==> config.mk <==
export PLATFORM = sky130hd
export DESIGN_NAME = bcd_display_scan
export DESIGN_NICKNAME = d
export VERILOG_FILES = /design/src/rtl/bcd_display_scan.sv
export SDC_FILE = /design/constraint.sdc
export NUM_CORES = 1
export LEC_CHECK = 0
export BUFFER_PORTS_ARGS = -buffer_cell sky130_fd_sc_hd__buf_2
export CORE_ASPECT_RATIO = 1.75
export CORE_MARGIN = 2
export CORE_UTILIZATION = 40
export CTS_BUF_LIST = sky130_fd_sc_hd__clkbuf_8
export CTS_CLUSTER_DIAMETER = 60
export DETAILED_ROUTE_END_ITERATION = 10
export PLACE_DENSITY = 0.66
export REMOVE_ABC_BUFFERS = 1
export SKIP_CTS_REPAIR_TIMING = 1
export SYNTH_ARGS = -nofsm -noshare
export SYNTH_HDL_FRONTEND = slang
export SYNTH_SLANG_ARGS = --single-unit
==> constraint.sdc <==
create_clock -name clk -period 2.31 [get_ports clk]
set_clock_uncertainty 0.1 [all_clocks]
set_input_delay 0 -clock clk [delete_from_list [all_inputs] [get_ports clk]]
set_output_delay 0 -clock clk [all_outputs]
set_load 0.02 [all_outputs]
==> src/rtl/bcd_display_scan.sv <==
// bcd_display_scan
//   Captures a packed 4-digit BCD word on a load strobe and time-multiplexes it
//   onto a 4-digit common-anode seven-segment display. New values are held in a
//   shadow register and swapped into the display register only at the end of a
//   full scan frame, so a frame never shows a mix of old and new digits.
//
// Ports
//   clk       system clock
//   rst       asynchronous reset, active-low
//   load      one-cycle strobe qualifying bcd_in
//   bcd_in    packed BCD, [3:0] = digit0 (least significant) .. [15:12] = digit3
//   dp        per-digit decimal point enable, active-high, sampled live
//   blank_lz  leading-zero blanking enable, sampled live
//   an        anode enables, active-low, an[i] drives digit i
//   seg       segments {g,f,e,d,c,b,a}, active-low
//   dp_n      decimal point, active-low
//   pending   a captured value is waiting for the frame-boundary swap
module bcd_display_scan #(
    parameter int unsigned REFRESH_DIV  = 1000,
    parameter int unsigned DIV_WIDTH    = 16,
    parameter int unsigned BLANK_CYCLES = 8
) (
    input  logic        clk,
    input  logic        rst,
    input  logic        load,
    input  logic [15:0] bcd_in,
    input  logic [3:0]  dp,
    input  logic        blank_lz,
    output logic [3:0]  an,
    output logic [6:0]  seg,
    output logic        dp_n,
    output logic        pending
);

    localparam logic [DIV_WIDTH-1:0] TC_VAL    = DIV_WIDTH'(REFRESH_DIV - 1);
    localparam logic [DIV_WIDTH-1:0] BLANK_VAL = DIV_WIDTH'(BLANK_CYCLES);

    logic [DIV_WIDTH-1:0] r_presc;
    logic [1:0]           r_idx;
    logic [15:0]          r_disp;
    logic [15:0]          r_shadow;
    logic                 r_pending;
    logic [3:0]           r_an;
    logic [6:0]           r_seg;
    logic                 r_dp_n;

    logic                 w_tc;
    logic                 w_fb;
    logic [3:0]           w_nib;
    logic [3:0]           w_lz;
    logic                 w_digit_blank;
    logic                 w_window;
    logic [3:0]           w_an_nxt;
    logic [6:0]           w_seg_nxt;
    logic                 w_dp_n_nxt;

    function automatic logic [6:0] seg_decode(input logic [3:0] nib);
        case (nib)
            4'd0:    seg_decode = 7'h40;
            4'd1:    seg_decode = 7'h79;
            4'd2:    seg_decode = 7'h24;
            4'd3:    seg_decode = 7'h30;
            4'd4:    seg_decode = 7'h19;
            4'd5:    seg_decode = 7'h12;
            4'd6:    seg_decode = 7'h02;
            4'd7:    seg_decode = 7'h78;
            4'd8:    seg_decode = 7'h00;
            4'd9:    seg_decode = 7'h10;
            default: seg_decode = 7'h3F;  // non-BCD nibble shows a dash
        endcase
    endfunction

    assign w_tc = (r_presc == TC_VAL);
    assign w_fb = w_tc && (r_idx == 2'd3);

    // Prescaler and digit index.
    always_ff @(posedge clk or negedge rst) begin
        if (!rst) begin
            r_presc <= '0;
            r_idx   <= '0;
        end else if (w_tc) begin
            r_presc <= '0;
            r_idx   <= r_idx + 2'd1;
        end else begin
            r_presc <= r_presc + DIV_WIDTH'(1);
        end
    end

    // Capture into shadow; swap into display only at the frame boundary.
    // A load coinciding with the boundary bypasses the shadow entirely.
    always_ff @(posedge clk or negedge rst) begin
        if (!rst) begin
            r_disp    <= '0;
            r_shadow  <= '0;
            r_pending <= 1'b0;
        end else if (w_fb) begin
            if (load) begin
                r_disp <= bcd_in;
            end else if (r_pending) begin
                r_disp <= r_shadow;
            end
            r_pending <= 1'b0;
        end else if (load) begin
            r_shadow  <= bcd_in;
            r_pending <= 1'b1;
        end
    end

    always_comb begin
        case (r_idx)
            2'd0:    w_nib = r_disp[3:0];
            2'd1:    w_nib = r_disp[7:4];
            2'd2:    w_nib = r_disp[11:8];
            default: w_nib = r_disp[15:12];
        endcase
    end

    // w_lz[i]: digit i and every more significant digit are zero.
    // Digit 0 is never a leading zero.
    assign w_lz[3] = (r_disp[15:12] == 4'd0);
    assign w_lz[2] = w_lz[3] && (r_disp[11:8] == 4'd0);
    assign w_lz[1] = w_lz[2] && (r_disp[7:4] == 4'd0);
    assign w_lz[0] = 1'b0;

    assign w_digit_blank = blank_lz && w_lz[r_idx];
    assign w_window      = (r_presc < BLANK_VAL);

    always_comb begin
        w_an_nxt   = '1;
        w_seg_nxt  = '1;
        w_dp_n_nxt = 1'b1;
        if (!w_window && !w_digit_blank) begin
            w_an_nxt   = ~(4'b0001 << r_idx);
            w_seg_nxt  = seg_decode(w_nib);
            w_dp_n_nxt = ~dp[r_idx];
        end
    end

    always_ff @(posedge clk or negedge rst) begin
        if (!rst) begin
            r_an   <= '1;
            r_seg  <= '1;
            r_dp_n <= 1'b1;
        end else begin
            r_an   <= w_an_nxt;
            r_seg  <= w_seg_nxt;
            r_dp_n <= w_dp_n_nxt;
        end
    end

    assign an      = r_an;
    assign seg     = r_seg;
    assign dp_n    = r_dp_n;
    assign pending = r_pending;

endmodule

==> results.py, run 1 <==
metrics = {
    "synthesis": {
        "syn_area_per_cell_sq_um": 12.4,
        "synth_area_leaders": "dfrtp_1 42%, mux2_2 12%, dfstp_2 10%, ha_1 3.7%, mux2i_1 3.3%",
        "yosysSeqAreaShare_pct": 52.7,
        "syn_area_sq_um": 3020,
        "ys.flop_type": "dfrtp_1",
        "synth_cell_types": 39,
        "yosys_warnings": 0,
        "synth_seq_cells": 63,
        "synth_edf_count": 0,
        "yosysTopAreaCell": "dfrtp_1",
        "async_reset_ff_share_pct": 100,
        "netlist.area_leader.share_pct": 42.3,
        "synthTopCellsByCount": "51 x dfrtp_1, 33 x mux2_2, 24 x nand2_1",
        "yosysMostFrequentCell": "dfrtp_1",
        "synthCells": 244,
    },
    "setup_path": {
        "crit_buf_inv": 2,
        "r2r_cells": 7,
        "worstSetupPathDepth": 7,
        "critPathMaxStageDelay_ps": 480,
        "start_kind": "flip-flop",
        "crit_fanout": 8,
        "critPathCaptureType": "flip-flop",
        "cp_top_family": "compound AO/OA/AOI/OAI gates",
        "worstSetupPathType": "flip-flop to flip-flop",
        "cp.arrival_ps": 2360,
        "slowest_stage": "a222oi_1",
        "crit_required_ps": 2490,
        "worstPathCellList": "inv_1 -> ha_1 -> a222oi_1 -> mux2i_2 -> buf_4 -> a32o_1 -> nand2_1",
    },
    "power_and_ir_drop": {
        "finalPower_mw": 2.28,
        "internal-power_mw": 1.80,
        "p_leak_nw": 1.74,
        "p_comb_share_pct": 6.7,
        "pwr_density_cell_nw_per_um2": 610,
        "switching_share_pct": 21.0,
        "pwr-share-clk_pct": 43.0,
        "vdd_drop_max_v": 0.000349,
        "power_frac_seq_pct": 50.2,
        "p_sw_mw": 0.480,
    },
    "grt": {
        "grt_max_degree": 64,
        "gr-usage-all-layers_pct": 15.1,
        "antenna_found_initial": 0,
        "grt_pass1_wl_mm": 9.63,
        "grt_pass1_vias": 2110,
        "gr-total-overflow": 0,
    },
    "timing": {
        "min_period_over_period_pct": 94.4,
        "worst_pin_slew_ps": 936,
        "fmax_ghz": 0.459,
        "finalHoldViolCount": 0,
        "hold_ws_ps": 9.10,
        "slew_violations": 0,
        "finalSetupViolations": 0,
        "setup_slack_ps": 129,
        "relSlewSlack_pct": 37.3,
        "fin_crit_ps": 2180,
    },
    "die": {
        "ios": 37,
        "die_w_um": 69.7,
        "core_area_sq_um": 7280,
        "rows": 41,
        "die_h_um": 119,
        "initial_core_util_pct": 41.5,
        "die_area_sq_um": 8290,
    },
    "clock_tree": {
        "clk_path_buf_depth": 2,
        "insertion_delay_ps": 350,
        "cts.reportedPaths.clkPinSlew_ps": 60,
        "htreeDepth": 3,
        "cts_sinks": 63,
        "numCtsBuffers": 9,
        "tritoncts": "built",
        "root_buffer": "clkbuf_8",
    },
    "detailed_routing": {
        "routed_via_density": 5.11,
        "postRouteAntennaNets": 0,
        "num_vias": 2055,
        "drtPass1Iterations": 4,
        "drt_iter0_drc": 131,
        "routed_wl_mm": 5.81,
        "routedWlPerCell_um": 14.5,
        "drc": 0,
    },
    "place": {
        "postPlaceCellArea_sq_um": 3310,
        "gp_congestion": 0.828,
        "place_ws_ps": 27.9,
        "hpwl_mm": 4.20,
        "io_buffers": 36,
    },
    "cells_and_area": {
        "drive_gt1_share_pct": 38.6,
        "fin_nets": 344,
        "final_area_sq_um": 3740,
        "antenna_cells": 0,
        "nFillCells": 652,
        "area_growth_pct": 23.9,
    },
    "job": {
        "maxCapViolCount": 0,
    },
    "outcome": {
        "status": "finished clean",
    },
    "min_path": {
        "min_path_cells": 3,
        "hold_path.class": "input pin to flip-flop",
    },
}
## metrics by stage
| step | setup TNS, ps | utilization [%] | std cells |
|---|---|---|---|
| after floorplan | -2200 | - | 236 |
| after global routing | -0.125 | 51.4 | 402 |
| after CTS | 0 | 48.3 | 380 |
| final | 0 | 51.4 | 402 |
| after detailed placement | 0 | 45.4 | 364 |
| after global placement | 0 | 45.4 | 364 |
## cells in the final DEF, fill, tap and decap left out, drive strengths merged, types with 7 or more instances in the layout
cell type and instances:
dfrtp 51, buf 45, mux2 40, nand2 25
dlygate4sd3 19, nor2 16, dfstp 12, clkbuf 12
inv 10, mux2i 10, ha 9, xnor2 8
nand3 7, xor2 7
## area by class of cell
| type | count | area (sq um) | share of cell area, % |
|---|---|---|---|
| timing repair buffer | 64 | 450 | 12.0 |
| multi-input combinational | 164 | 1350 | 36.0 |
| tap | 86 | 108 | 2.88 |
| sequential | 63 | 1590 | 42.6 |
| inverter | 9 | 33.8 | 0.903 |
| clock inverter | 4 | 43.8 | 1.17 |
| clock buffer | 12 | 165 | 4.41 |
## logic make-up after synthesis
group | synth area share (%)
AOI/OAI and AO/OA | 5.39
DFF | 52.7
and+or+nand+nor | 11.1
buffers and inverters | 3.07
adders and majority gates | 3.73
xor gates and xnor gates | 4.35
muxes | 19.7
## state kept, by name, indices dropped and copies added, names as in the netlist
signal / flops
an: 4
dp_n: 1
pending: 1
r_disp: 16
r_idx: 2
r_presc: 16
r_shadow: 16
seg: 7
## tightest hold or removal path: cells and delay by family
kind | cells | cell delay, ps
buffers and inverters | 1 | 200
AND/OR/NAND/NOR | 1 | 160
AO/OA/AOI/OAI | 1 | 50
## power by group through the flow
stage	clock network, mW	logic, mW	registers [mW]
2_1_floorplan	0	0.0638	1.16
3_3_place_gp	0	0.130	1.16
3_5_place_dp	0	0.133	1.17
4_1_cts	1.01	0.134	1.15
5_1_grt	1.05	0.171	1.15
6_report	0.982	0.154	1.15
## final timing paths
path,slack (ps),start,end
hold reg to reg,390,r_presc[0]$_DFF_PN0_,r_presc[0]$_DFF_PN0_
min in group asynchronous,240,rst,r_shadow[12]$_DFFE_PN0P_
setup / recovery,130,r_idx[0]$_DFFE_PN0N_,seg[4]$_DFF_PN1_
max in group asynchronous,1320,rst,r_idx[0]$_DFFE_PN0N_
setup reg to reg,130,r_idx[0]$_DFFE_PN0N_,seg[4]$_DFF_PN1_
hold / removal,9,load,pending$_DFFE_PN0P_
## layer usage
| layer | GRT usage (%) | routed length, um | up-vias |
|---|---|---|---|
| met5 | 0 | 0 | - |
| met4 | 8.41 | 184 | 0 |
| met3 | 4.99 | 227 | 18 |
| met2 | 26.8 | 3250 | 43 |
| met1 | 15.3 | 2140 | 1000 |
| li1 | - | - | 994 |
No activity file was read; power rests on OpenSTA's default activity.
==> run 2: changes to the inputs <==
BUFFER_PORTS_ARGS = unset   (was -buffer_cell sky130_fd_sc_hd__buf_2)
DONT_BUFFER_PORTS = 1   (was unset)
PLACE_DENSITY = 0.62   (was 0.66)
==> run 2 against run 1 <==
  * Global-route usage up 0.19 points
  * Clock power rose by 9%
  * Flip-flop and latch count unchanged
  * Critical path depth rose by 1
  * Worst setup slack got worse by 2.6 ps
  * Power up 3.4%
  * Register-to-register slack hardly changed
  * Combinational power is 9.7% lower
  * Largest power group unchanged
==> results.py, run 2 (synthesized netlist as in run 1, its figures left out) <==
metrics = {
    "outcome": {
        "status": "finished clean",
    },
    "detailed_routing": {
        "met2WireLength_mm": 3.32,
        "drtPass1Iterations": 5,
        "routed_via_density": 5.29,
        "met1_length_mm": 2.24,
        "routed_wl_mm": 5.90,
        "num_vias": 1951,
        "met3WireLength_um": 210,
        "routedWlPerCell_um": 16.0,
        "postRouteAntennaNets": 0,
        "drc": 0,
        "drt_iter0_drc": 71,
        "top_layer_used": "met4",
    },
    "timing": {
        "worst_pin_slew_ps": 1020,
        "slew_violations": 0,
        "fin_crit_ps": 2180,
        "fmax_ghz": 0.458,
        "min_period_over_period_pct": 94.5,
        "relSlewSlack_pct": 31.8,
        "finalSetupViolations": 0,
        "finalHoldViolCount": 0,
        "hold_ws_ps": 24.3,
    },
    "die": {
        "initial_core_util_pct": 41.5,
        "ios": 37,
        "die_w_um": 69.7,
        "rows": 41,
        "die_h_um": 119,
        "die_area_sq_um": 8290,
        "core_area_sq_um": 7280,
    },
    "cells_and_area": {
        "drive_gt1_share_pct": 30.4,
        "final_cell_mix": "50 x dfrtp_1, 33 x mux2_2, 24 x nand2_1",
        "antenna_cells": 0,
        "instances_no_fill": 369,
        "fin_nets": 311,
        "top_regs": "r_disp x16, r_presc x16, r_shadow x16",
        "final_area_sq_um": 3630,
        "final_common_cell": "dfrtp_1",
        "nFillCells": 666,
        "area_growth_pct": 20.3,
    },
    "clock_tree": {
        "clk_path_buf_depth": 2,
        "numCtsBuffers": 9,
        "htreeDepth": 3,
        "tritoncts": "built",
        "cts_sinks": 63,
        "root_buffer": "clkbuf_8",
        "insertion_delay_ps": 340,
        "cts.reportedPaths.clkPinSlew_ps": 70,
    },
    "power_and_ir_drop": {
        "p_comb_share_pct": 5.9,
        "p_leak_nw": 1.64,
        "internal-power_mw": 1.87,
        "p_sw_mw": 0.486,
        "pwr_density_cell_nw_per_um2": 649,
        "switching_share_pct": 20.6,
        "vdd_drop_max_v": 0.000437,
        "pwr-share-clk_pct": 45.4,
        "power_frac_seq_pct": 48.7,
    },
    "setup_path": {
        "critPathMaxStageDelay_ps": 400,
        "crit_fanout": 7,
        "crit_buf_inv": 2,
        "start_kind": "flip-flop",
        "cp.arrival_ps": 2360,
        "cp_top_family": "compound AO/OA/AOI/OAI gates",
        "crit_required_ps": 2490,
        "critPathCaptureType": "flip-flop",
        "worstSetupPathType": "flip-flop to flip-flop",
        "slowest_stage": "dfrtp_1",
        "worstPathCellList": "inv_1 -> ha_2 -> a222oi_1 -> mux2i_2 -> buf_4 -> ha_1 -> a32o_1 -> nand2_1",
    },
    "grt": {
        "antenna_found_initial": 0,
        "gr-usage-all-layers_pct": 15.3,
        "gr-total-overflow": 0,
        "grt_pass1_wl_mm": 9.67,
        "grt_pass1_vias": 1981,
        "grt_max_degree": 64,
    },
    "min_path": {
        "hold_path.class": "input pin to flip-flop",
    },
    "place": {
        "hpwl_mm": 4.09,
        "place_inst": 326,
        "io_buffers": 0,
        "gp_congestion": 0.794,
        "postPlaceCellArea_sq_um": 3120,
    },
    "job": {
        "maxCapViolCount": 0,
    },
}
run 2: layer usage:
metal,vias up,global-route usage [%]
met2,35,27.0
met3,11,4.65
li1,925,-
met1,980,15.9
met5,-,0
met4,0,8.65
run 2: through the flow:
step	setup slack (ps)	TNS, ps	total power, mW	utilization (%)
final	127	0	2.36	49.9
after global routing	-32.2	-50.3	2.45	49.9
after CTS	15.5	0	2.32	46.0
after detailed placement	34.7	0	1.24	42.9
after global placement	151	0	1.24	42.9
after floorplan	-209	-2200	1.23	-
run 2: final timing paths:
| check | end | cells past startpoint | startpoint | slack (ps) |
|---|---|---|---|---|
| min in group asynchronous | r_shadow[2]$_DFFE_PN0P_ | 2 | rst | 70 |
| max reg2reg | seg[4]$_DFF_PN1_ | 8 | r_idx[0]$_DFFE_PN0N_ | 130 |
| max in group asynchronous | an[3]$_DFF_PN1_ | 2 | rst | 1710 |
| min | seg[6]$_DFF_PN1_ | 2 | blank_lz | 20 |
| min reg2reg | r_presc[15]$_DFF_PN0_ | 1 | r_presc[15]$_DFF_PN0_ | 390 |
| max | seg[4]$_DFF_PN1_ | 8 | r_idx[0]$_DFFE_PN0N_ | 130 |
run 2: final cells by class:
class                           count  area, sq um  share of cell area [%]
Clock buffer                       11          151                    4.17
Multi-Input combinational cell    164         1350                    37.1
Sequential cell                    63         1590                    43.9
Inverter                            9         33.8                   0.930
Tap cell                           86          108                    2.96
Clock inverter                      5         72.6                    2.00
Timing Repair Buffer               31          328                    9.03
run 2: power by group through the flow:
stage | clock network [mW] | logic [mW] | registers, mW
finish | 1.07 | 0.139 | 1.15
global route | 1.14 | 0.154 | 1.15
CTS | 1.10 | 0.0773 | 1.15
detailed placement | 0 | 0.0769 | 1.17
global placement | 0 | 0.0764 | 1.17
floorplan | 0 | 0.0638 | 1.16
==> run 3: changes to the inputs <==
--- a/config.mk
+++ b/config.mk
@@ -6,4 +6,5 @@
 export NUM_CORES = 1
 export LEC_CHECK = 0
+export CAP_MARGIN = 20
 export CORE_ASPECT_RATIO = 1.75
 export CORE_MARGIN = 2
==> constraint.sdc (replaced) <==
create_clock -name clk -period 2.31 [get_ports clk]
set_clock_uncertainty 0.1 [all_clocks]
set_input_delay 0.1155 -clock clk [delete_from_list [all_inputs] [get_ports clk]]
set_output_delay 0.1155 -clock clk [all_outputs]
set_load 0.02 [all_outputs]
==> run 3 against run 2 <==
  * Worst setup slack better by 76 ps
  * Global-route usage unchanged
  * Via count up 0.15%
  * Final cell count decreased by 0.54%
  * Flip-flop and latch count unchanged
  * Wire length rose by 0.97%
  * Maximum frequency grew 3.6%
  * Largest cell class unchanged
  * Largest power group unchanged
==> results.py, run 3 (synthesized netlist as in run 1, its figures left out) <==
metrics = {
    "die": {
        "die_w_um": 69.7,
        "die_area_sq_um": 8290,
        "core_area_sq_um": 7280,
        "die_h_um": 119,
        "rows": 41,
        "initial_core_util_pct": 41.5,
        "ios": 37,
    },
    "grt": {
        "grt_max_degree": 64,
        "gr-usage-all-layers_pct": 15.3,
        "gr-total-overflow": 0,
        "antenna_found_initial": 0,
        "grt_pass1_vias": 1981,
        "grt_pass1_wl_mm": 9.67,
    },
    "detailed_routing": {
        "drc": 0,
        "routedWlPerCell_um": 16.2,
        "postRouteAntennaNets": 0,
        "routed_via_density": 5.32,
        "num_vias": 1954,
        "drt_iter0_drc": 44,
        "drtPass1Iterations": 5,
        "routed_wl_mm": 5.96,
    },
    "power_and_ir_drop": {
        "pwr_density_cell_nw_per_um2": 652,
        "p_leak_nw": 1.62,
        "finalPower_mw": 2.36,
        "vdd_drop_max_v": 0.000436,
    },
    "place": {
        "place_ws_ps": 34.7,
        "postPlaceCellArea_sq_um": 3120,
        "io_buffers": 0,
        "hpwl_mm": 4.09,
        "gp_congestion": 0.794,
    },
    "timing": {
        "hold_ws_ps": 63.6,
        "finalSetupViolations": 0,
        "finalHoldViolCount": 0,
        "setup_slack_ps": 202,
        "fin_crit_ps": 2110,
        "worst_pin_slew_ps": 885,
        "min_period_over_period_pct": 91.2,
        "slew_violations": 0,
        "fmax_ghz": 0.474,
        "relSlewSlack_pct": 40.8,
    },
    "setup_path": {
        "cp-startpoint": "r_idx[0]$_DFFE_PN0N_",
        "r2r-start": "r_idx[0]$_DFFE_PN0N_",
        "start_kind": "flip-flop",
        "worstSetupPathType": "flip-flop to flip-flop",
        "crit_required_ps": 2490,
        "cp.arrival_ps": 2290,
        "r2r_cells": 9,
        "crit_fanout": 7,
        "critPathCaptureType": "flip-flop",
        "r2r_slack_ps": 200,
        "r2r-end": "seg[3]$_DFF_PN1_",
    },
    "min_path": {
        "min_path_cells": 3,
        "hold_end": "r_shadow[13]$_DFFE_PN0P_",
        "min_from": "load",
        "hold_path.class": "input pin to flip-flop",
    },
    "cells_and_area": {
        "top_regs": "r_disp x16, r_presc x16, r_shadow x16",
        "final_cell_mix": "50 x dfrtp_1, 33 x mux2_2, 24 x nand2_1",
        "antenna_cells": 0,
        "utilization_pct": 49.6,
        "final_area_sq_um": 3610,
        "nFillCells": 670,
        "fin_nets": 309,
        "final_common_cell": "dfrtp_1",
        "drive_gt1_share_pct": 28.8,
        "area_growth_pct": 19.6,
    },
    "clock_tree": {
        "numCtsBuffers": 9,
        "clk_path_buf_depth": 2,
        "insertion_delay_ps": 340,
        "cts_sinks": 63,
        "root_buffer": "clkbuf_8",
        "cts.reportedPaths.clkPinSlew_ps": 70,
        "tritoncts": "built",
        "htreeDepth": 3,
    },
    "job": {
        "maxCapViolCount": 0,
    },
    "outcome": {
        "status": "finished clean",
    },
}
[run 3: cell types whose count changed in the layout (fill, tap and decap cells not counted), sizes merged]
cell         change
buf              -3
dlygate4sd3      +1
[run 3: layout make-up]
cell class / instances / area, sq um / share of cell area, %
sequential: 63 / 1590 / 44.1
multi-input combinational: 164 / 1340 / 37.1
timing repair buffer: 29 / 315 / 8.73
clock buffer: 11 / 151 / 4.19
tap: 86 / 108 / 2.98
clock inverter: 5 / 72.6 / 2.01
inverter: 9 / 33.8 / 0.935
[run 3: per-stage QoR]
stage               cells  TNS, ps
floorplan             236    -2200
global placement      326        0
detailed placement    326        0
CTS                   342        0
global route          367    -17.2
finish                367        0
[run 3: layer usage]
layer  share of wire (%)  up-vias  GRT usage (%)
li1                    -      924              -
met1                  39      990           15.9
met2                  56       29           27.0
met3                 3.4       11           4.65
met4                 2.4        0           8.65
met5                   0        -              0
[run 3: worst max-delay path, stage by stage, from the launching register on]
cell,delay (ps)
dfrtp_1,400
inv_1,120
ha_1,270
a222oi_1,390
mux2i_2,210
inv_1,100
ha_1,240
nand2_1,60
nand2_1,50
nand4_1,110
[run 3: power by group]
group | internal (mW) | leakage (nW) | total [mW] | switching [mW]
Clock | 0.657 | 0.122 | 1.07 | 0.413
Sequential | 1.13 | 0.759 | 1.15 | 0.0141
Combinational | 0.0824 | 0.737 | 0.140 | 0.0576
Total | 1.87 | 1.62 | 2.36 | 0.484
[run 3: worst max path at each step]
stage | endpoint | slack [ps]
after floorplan | r_disp[0]$_DFFE_PN0P_ | -210
final | seg[3]$_DFF_PN1_ | 200
after CTS | seg[3]$_DFF_PN1_ | 20
after global placement | seg[3]$_DFF_PN1_ | 150
after global routing | seg[1]$_DFF_PN1_ | -10
after detailed placement | seg[3]$_DFF_PN1_ | 30
